<file path="src/rtl/rv32i_pkg.sv">
// Shared rv32i definitions: datapath width, register address width and the
// debug-controller state encoding.
package rv32i_pkg;

    localparam int XLEN           = 32;
    localparam int REG_ADDR_WIDTH = 5;

    typedef enum logic [1:0] {
        IDLE  = 2'd0,
        WRITE = 2'd1,
        READ  = 2'd2,
        RESP  = 2'd3
    } rv32i_dbg_state_e;

endpackage

</file>
<file path="src/rtl/rv32i_regfile_dbg_ctrl.sv">
// Debug-access controller for the rv32i register file.
// Sequences one debug read or write at a time against core writeback. Core
// writeback always wins the shared write port; a saturating starvation counter
// raises core_stall so a blocked debug write eventually commits.
// Optional feature: define RV32I_DBG_FWD_EN to forward wb_data to a debug read
// that collides with a same-address core write, instead of waiting it out.
module rv32i_regfile_dbg_ctrl
    import rv32i_pkg::*;
#(
    parameter int STARVE_LIMIT = 4
) (
    input  logic                      clk,
    input  logic                      rst,
    input  logic                      dbg_req_valid,
    output logic                      dbg_req_ready,
    input  logic                      dbg_req_write,
    input  logic [REG_ADDR_WIDTH-1:0] dbg_req_addr,
    input  logic [XLEN-1:0]           dbg_req_wdata,
    output logic                      dbg_rsp_valid,
    input  logic                      dbg_rsp_ready,
    output logic [XLEN-1:0]           dbg_rsp_rdata,
    input  logic                      wb_we,
    input  logic [REG_ADDR_WIDTH-1:0] wb_addr,
    input  logic [XLEN-1:0]           wb_data,
    output logic                      core_stall,
    output logic [REG_ADDR_WIDTH-1:0] rf_dbg_addr,
    output logic [XLEN-1:0]           rf_dbg_wdata,
    output logic                      rf_dbg_we,
    input  logic [XLEN-1:0]           rf_dbg_rdata
);

`ifdef RV32I_DBG_FWD_EN
    localparam bit FWD_EN = 1'b1;
`else
    localparam bit FWD_EN = 1'b0;
`endif

    localparam int            CW      = $clog2(STARVE_LIMIT + 1);
    localparam logic [CW-1:0] CNT_MAX = CW'(STARVE_LIMIT);

    rv32i_dbg_state_e          state;
    logic                      wr_q;
    logic [REG_ADDR_WIDTH-1:0] addr_q;
    logic [XLEN-1:0]           wdata_q;
    logic [CW-1:0]             cnt;
    logic [CW-1:0]             cnt_inc;
    logic                      hazard;
    logic                      read_go;
    logic [XLEN-1:0]           rd_val;

    // Core write to the register a pending debug read targets (x0 never collides).
    assign hazard = wb_we && (wb_addr == addr_q) && (addr_q != '0);

    assign dbg_req_ready = (state == IDLE) && !rst;
    assign rf_dbg_addr   = addr_q;
    assign rf_dbg_wdata  = wdata_q;
    // Write port is ours only when the core is not writing back; never during reset.
    assign rf_dbg_we     = (state == WRITE) && wr_q && !wb_we && !rst;
    assign cnt_inc       = (cnt == CNT_MAX) ? cnt : cnt + CW'(1);

    // Read sample value: regfile data, forwarded wb_data on a hazard, x0 forced to zero.
    always_comb begin
        rd_val  = rf_dbg_rdata;
        read_go = !hazard;
        if (FWD_EN && hazard) begin
            rd_val  = wb_data;
            read_go = 1'b1;
        end
        if (addr_q == '0) begin
            rd_val = '0;
        end
    end

    // Controller FSM with latched request, response register and starvation stall.
    always_ff @(posedge clk) begin
        if (rst) begin
            state         <= IDLE;
            wr_q          <= 1'b0;
            addr_q        <= '0;
            wdata_q       <= '0;
            dbg_rsp_valid <= 1'b0;
            dbg_rsp_rdata <= '0;
            core_stall    <= 1'b0;
            cnt           <= '0;
        end else begin
            case (state)
                IDLE: begin
                    if (dbg_req_valid && dbg_req_ready) begin
                        wr_q    <= dbg_req_write;
                        addr_q  <= dbg_req_addr;
                        wdata_q <= dbg_req_wdata;
                        cnt     <= '0;
                        state   <= dbg_req_write ? WRITE : READ;
                    end
                end
                WRITE: begin
                    if (!wb_we) begin
                        cnt           <= '0;
                        core_stall    <= 1'b0;
                        dbg_rsp_rdata <= '0;
                        dbg_rsp_valid <= 1'b1;
                        state         <= RESP;
                    end else begin
                        cnt        <= cnt_inc;
                        core_stall <= (cnt_inc >= CNT_MAX);
                    end
                end
                READ: begin
                    if (read_go) begin
                        dbg_rsp_rdata <= rd_val;
                        dbg_rsp_valid <= 1'b1;
                        state         <= RESP;
                    end
                end
                RESP: begin
                    if (dbg_rsp_ready) begin
                        dbg_rsp_valid <= 1'b0;
                        state         <= IDLE;
                    end
                end
                default: state <= IDLE;
            endcase
        end
    end

endmodule

</file>
<file path="config.mk">
export PLATFORM = sky130hd
export DESIGN_NAME = rv32i_regfile_dbg_ctrl
export DESIGN_NICKNAME = d
export VERILOG_FILES = /design/src/rtl/rv32i_pkg.sv /design/src/rtl/rv32i_regfile_dbg_ctrl.sv
export SDC_FILE = /design/constraint.sdc
export NUM_CORES = 1
export LEC_CHECK = 0
export CORE_UTILIZATION = 50
export DETAILED_ROUTE_END_ITERATION = 6
export DONT_BUFFER_PORTS = 1
export GPL_TIMING_DRIVEN = 0
export SLEW_MARGIN = 0
export SYNTH_ARGS = -nofsm -noshare
export SYNTH_HDL_FRONTEND = slang
export SYNTH_SLANG_ARGS = --single-unit
</file>
<file path="constraint.sdc">
create_clock -name clk -period 2.29 [get_ports clk]
set_input_delay 0.458 -clock clk [delete_from_list [all_inputs] [get_ports clk]]
set_output_delay 0.458 -clock clk [all_outputs]
set_load 0.05 [all_outputs]
</file>
## Word level (Yosys, flattened, before mapping)

Cells that the tools add are included.

- Input port bits: 112
- Logic and storage cells: 58
- Register bits after elaboration: 77
- Output and inout bits: 73

- Muxes and demuxes: 19
- Reduce and logical (&&, ||, !) cells: 20
- Equality and inequality tests: 9
- Order comparisons: 1
- Add/sub/neg operators: 1

Operator list:

| kind | number |
|---|---|
| $mux W32 | 3 |
| $pmux W32 S2 | 1 |
| $mux W2 | 5 |
| $mux W3 | 3 |
| $pmux W2 S4 | 1 |
| $reduce_and A4 Y1 | 2 |
| $logic_and A1 B1 Y1 | 7 |
| $ne A2 B2 Y1 const B | 3 |
| $pmux W3 S2 | 1 |
| $eq A5 B5 Y1 | 1 |
| $logic_not A5 Y1 | 1 |
| $reduce_bool A5 Y1 | 1 |
| $eq A2 B2 Y1 const B | 2 |
| $mux W1 | 4 |
| $reduce_and A2 Y1 | 2 |
| $reduce_bool A2 Y1 | 2 |
| $add A3 B1 Y3 const B | 1 |
| $eq A3 B3 Y1 const B | 1 |
| $ge A3 B3 Y1 const B | 1 |
| $pmux W1 S3 | 1 |
| $reduce_and A3 Y1 | 1 |
| $reduce_bool A3 Y1 | 1 |
| $eq A2 B1 Y1 const B | 1 |
| $logic_not A1 Y1 | 2 |
| other kinds (2) | 2 |

## Longest topological paths before layout

- Depth after elaboration: 5
- Gate-level depth with buffers: 8
- Mapped depth without buffers: 6

## Worst setup path before layout

No wires, ideal clock.

- Path type: in2out
- Start point: in rst
- End point: out rf_dbg_we
- Cell stages on the path: 5
- Required time: 1832 ps
- Data arrival time: 2188 ps
- Setup slack: -356 ps
- Buffers on the path: 2
- Cell sequence: clkbuf_1 > inv_2 > clkbuf_1 > nand2_1 > nor3_1

- Cells in the longest elaborated chain, start to end: 2

Ends and longest elaborated chain:

| element | line | RTL |
|---|---|---|
| from (decl) | rv32i_regfile_dbg_ctrl.sv:13 | `input logic rst,` |
| $logic_not A1 Y1 | rv32i_regfile_dbg_ctrl.sv:58 | `assign rf_dbg_we = (state == WRITE) && wr_q && !wb_we && !rst;` |
| $logic_and A1 B1 Y1 | rv32i_regfile_dbg_ctrl.sv:58 |  |
| to (decl) | rv32i_regfile_dbg_ctrl.sv:28 | `output logic rf_dbg_we,` |

Every way passes these cells.

## Final worst setup path

Ends and elaborated chain as after synthesis.

==> flow_summary.ini <==
[status]
status = finished, final reports clean

[sta]
period_minus_slack_ns = 2.12
setup-violations-final = 0
tightest_slew_ns = 0.691
report.final.slew_viol_count = 0
skew_ns = 0.00859
period_share_pct = 92.6
setup_slack_ns = 0.170
rsz0062_at_grt = false
finalSetupTns_ns = 0
hold_viol = 0
relSlewSlack_pct = 53.9
max_clock_freq_mhz = 472

[cts]
htree_levels = 3
clk_path_buf_depth = 2
cts_tree = done
worstSkewPairLatency_ns = 0.34
clk_pin_slew_ns = 0.08
cts_sinks = 77
cts_root_buffer = clkbuf_8
postCtsSetupBuffers = 0
cts-hold-fix-buffers = 0
cts_inserted_buffers = 9

[setup_path]
worstPathCellList = clkbuf_1 -> inv_2 -> nand2_1 -> nor3_4
crit_path_end_kind = output pin
max_stage_delay_ns = 0.49
critical_path_class = in2out
worst-path-buf-inv = 2
cpLargestDelayFamily = simple AND/OR/NAND/NOR gates
crit_arrival_ns = 1.66
critPathRequiredTime_ns = 1.83
worstSetupStartpointType = primary input
r2r_start = rf_dbg_addr[1]
cp_max_fo = 17
critPathLaunch = rst
cp_slowest_cell = nor3_4

[yosys]
synthFlopType = dfxtp_1
post_synth.cell_area_avg_um2 = 8.39
netlist_instances = 377
syn_area_um2 = 3160
synth_top_area_cell = dfxtp_1
synth_common_cells = nand2_1, dfxtp_1, nand3_1
ys_async_sr_fraction_pct = 0
synth_fp_nets = 496
ys_seq_elements = 77
synth_warnings = 0
synth_seq_area_share_pct = 48.8
synth.most_common_cell = nand2_1
synth_area_leaders = dfxtp_1, nand2_1, mux2i_1
synth_edf_count = 0
synthDistinctLibCells = 33
yosysTopAreaCellShare_pct = 48.8

[placement]
dpl_cell_area_um2 = 3260
dp_cells = 452
gp_congestion = 0.763
dp_hpwl_mm = 5.10
port_buffers = 0
dp_slack_ns = -0.332

[grt]
antenna_found_initial = 0
grtUsageTotal_pct = 20.4
grt_pass1_vias = 2201
grt-ovfl-total = 0
grt_pass1_wl_mm = 10.1
grt_max_degree = 18

[route]
via_per_inst = 5.25
drc = 0
drt_iter0_drc = 88
routed-via-count = 2451
final_antenna_net_count = 0
totalWireLength_mm = 6.96
wl_per_cell_um = 14.9
drt_first_pass_iters = 4

[layout]
nets = 506
drive_gt1_share_pct = 6.63
antenna_cells = 0
area_delta_synth_final_pct = 9.30
fin_area_um2 = 3460
final_cells = 467

[hold_path]
min_path_type = in2reg
hold_path.startpoint = dbg_req_wdata[16]

[floorplanning]
initial_core_util_pct = 52.5
row_count = 28
die_area_um2 = 6650
core_um2 = 6030
die_w_um = 81.5
die_y_um = 81.5
io_pins = 185

[run]
maxCapViolCount = 0

[power]
p_leak_nw = 1.53
power_density_nw_per_um2 = 1250
finalPower_mw = 4.32
ir_drop_v = 0.000728
registers in the layout, indices dropped and copies added (netlist names):
register       flops
dbg_rsp_rdata     32
wr_q               1
core_stall         1
rf_dbg_addr        5
dbg_rsp_valid      1
rf_dbg_wdata      32
cnt                3
state              2
logic make-up after synthesis:
family	count (synthesis)	synth area share (%)
simple gates	203	27.1
flops	77	48.8
mux	35	11.2
buf+inv	30	4.27
compound gates	20	4.51
fa+ha+maj	7	2.77
xor+xnor	5	1.38
power by group:
group          internal, mW  switching [mW]
Sequential             1.53           0.732
Combinational         0.460           0.613
Clock                 0.504           0.481
cells in the final DEF, fill, tap and decap left out, types with 2 or more instances in the layout:
cell / instances
a211oi_1: 2
a21oi_1: 7
and2_1: 2
buf_6: 3
clkbuf_1: 20
clkbuf_8: 9
clkinv_2: 2
dfxtp_1: 77
ha_1: 7
inv_1: 6
mux2_1: 2
mux2i_1: 32
nand2_1: 144
nand2b_1: 2
nand3_1: 38
nand3b_1: 3
nor2_1: 5
nor2b_1: 2
nor3_1: 2
o21ai_1: 3
xnor2_1: 5
stage by stage:
step           hold slack, ns  util [%]
2_1_floorplan           0.468         -
3_3_place_gp            0.484      54.1
3_5_place_dp            0.493      54.1
4_1_cts                 0.198      57.3
5_1_grt                 0.194      57.4
6_report                0.205      57.4
repair_timing:
item / in CTS / in global routing
resized for setup: 3 / 1
pin swaps: 1 / 0
endpoints found under the setup margin: 40 / 8
routing by layer:
layer | global-route usage [%] | share of wire [%] | vias up
li1 | - | - | 1253
met1 | 23.5 | 42 | 1081
met2 | 32.3 | 45 | 107
met3 | 9.22 | 11 | 10
met4 | 9.64 | 1.8 | 0
met5 | 0 | 0 | -
path summary, 6_finish.rpt:
| check | end | slack (ns) | depth (start not counted) |
|---|---|---|---|
| max reg2reg | state[1] | 0.22 | 4 |
| max | rf_dbg_we | 0.17 | 4 |
| min | rf_dbg_wdata[16] | 0.21 | 2 |
| min reg2reg | wr_q | 0.53 | 2 |
worst reg2reg max path: cells and delay by family (launching register included):
kind,cells,cell delay [ns]
muxes,1,0.33
AOI/OAI and AO/OA,2,0.47
and+or+nand+nor,1,0.64
DFF,1,0.52
area by class of cell:
type,instances,area (µm²)
clock buffers,12,135
well taps,75,93.8
clock inverters,4,48.8
multi-input cells,270,1500
flip-flops and latches,77,1540
inverters,7,26.3
fillers,574,2570
plain buffers,22,106
No activity file was read; power rests on OpenSTA's default activity.
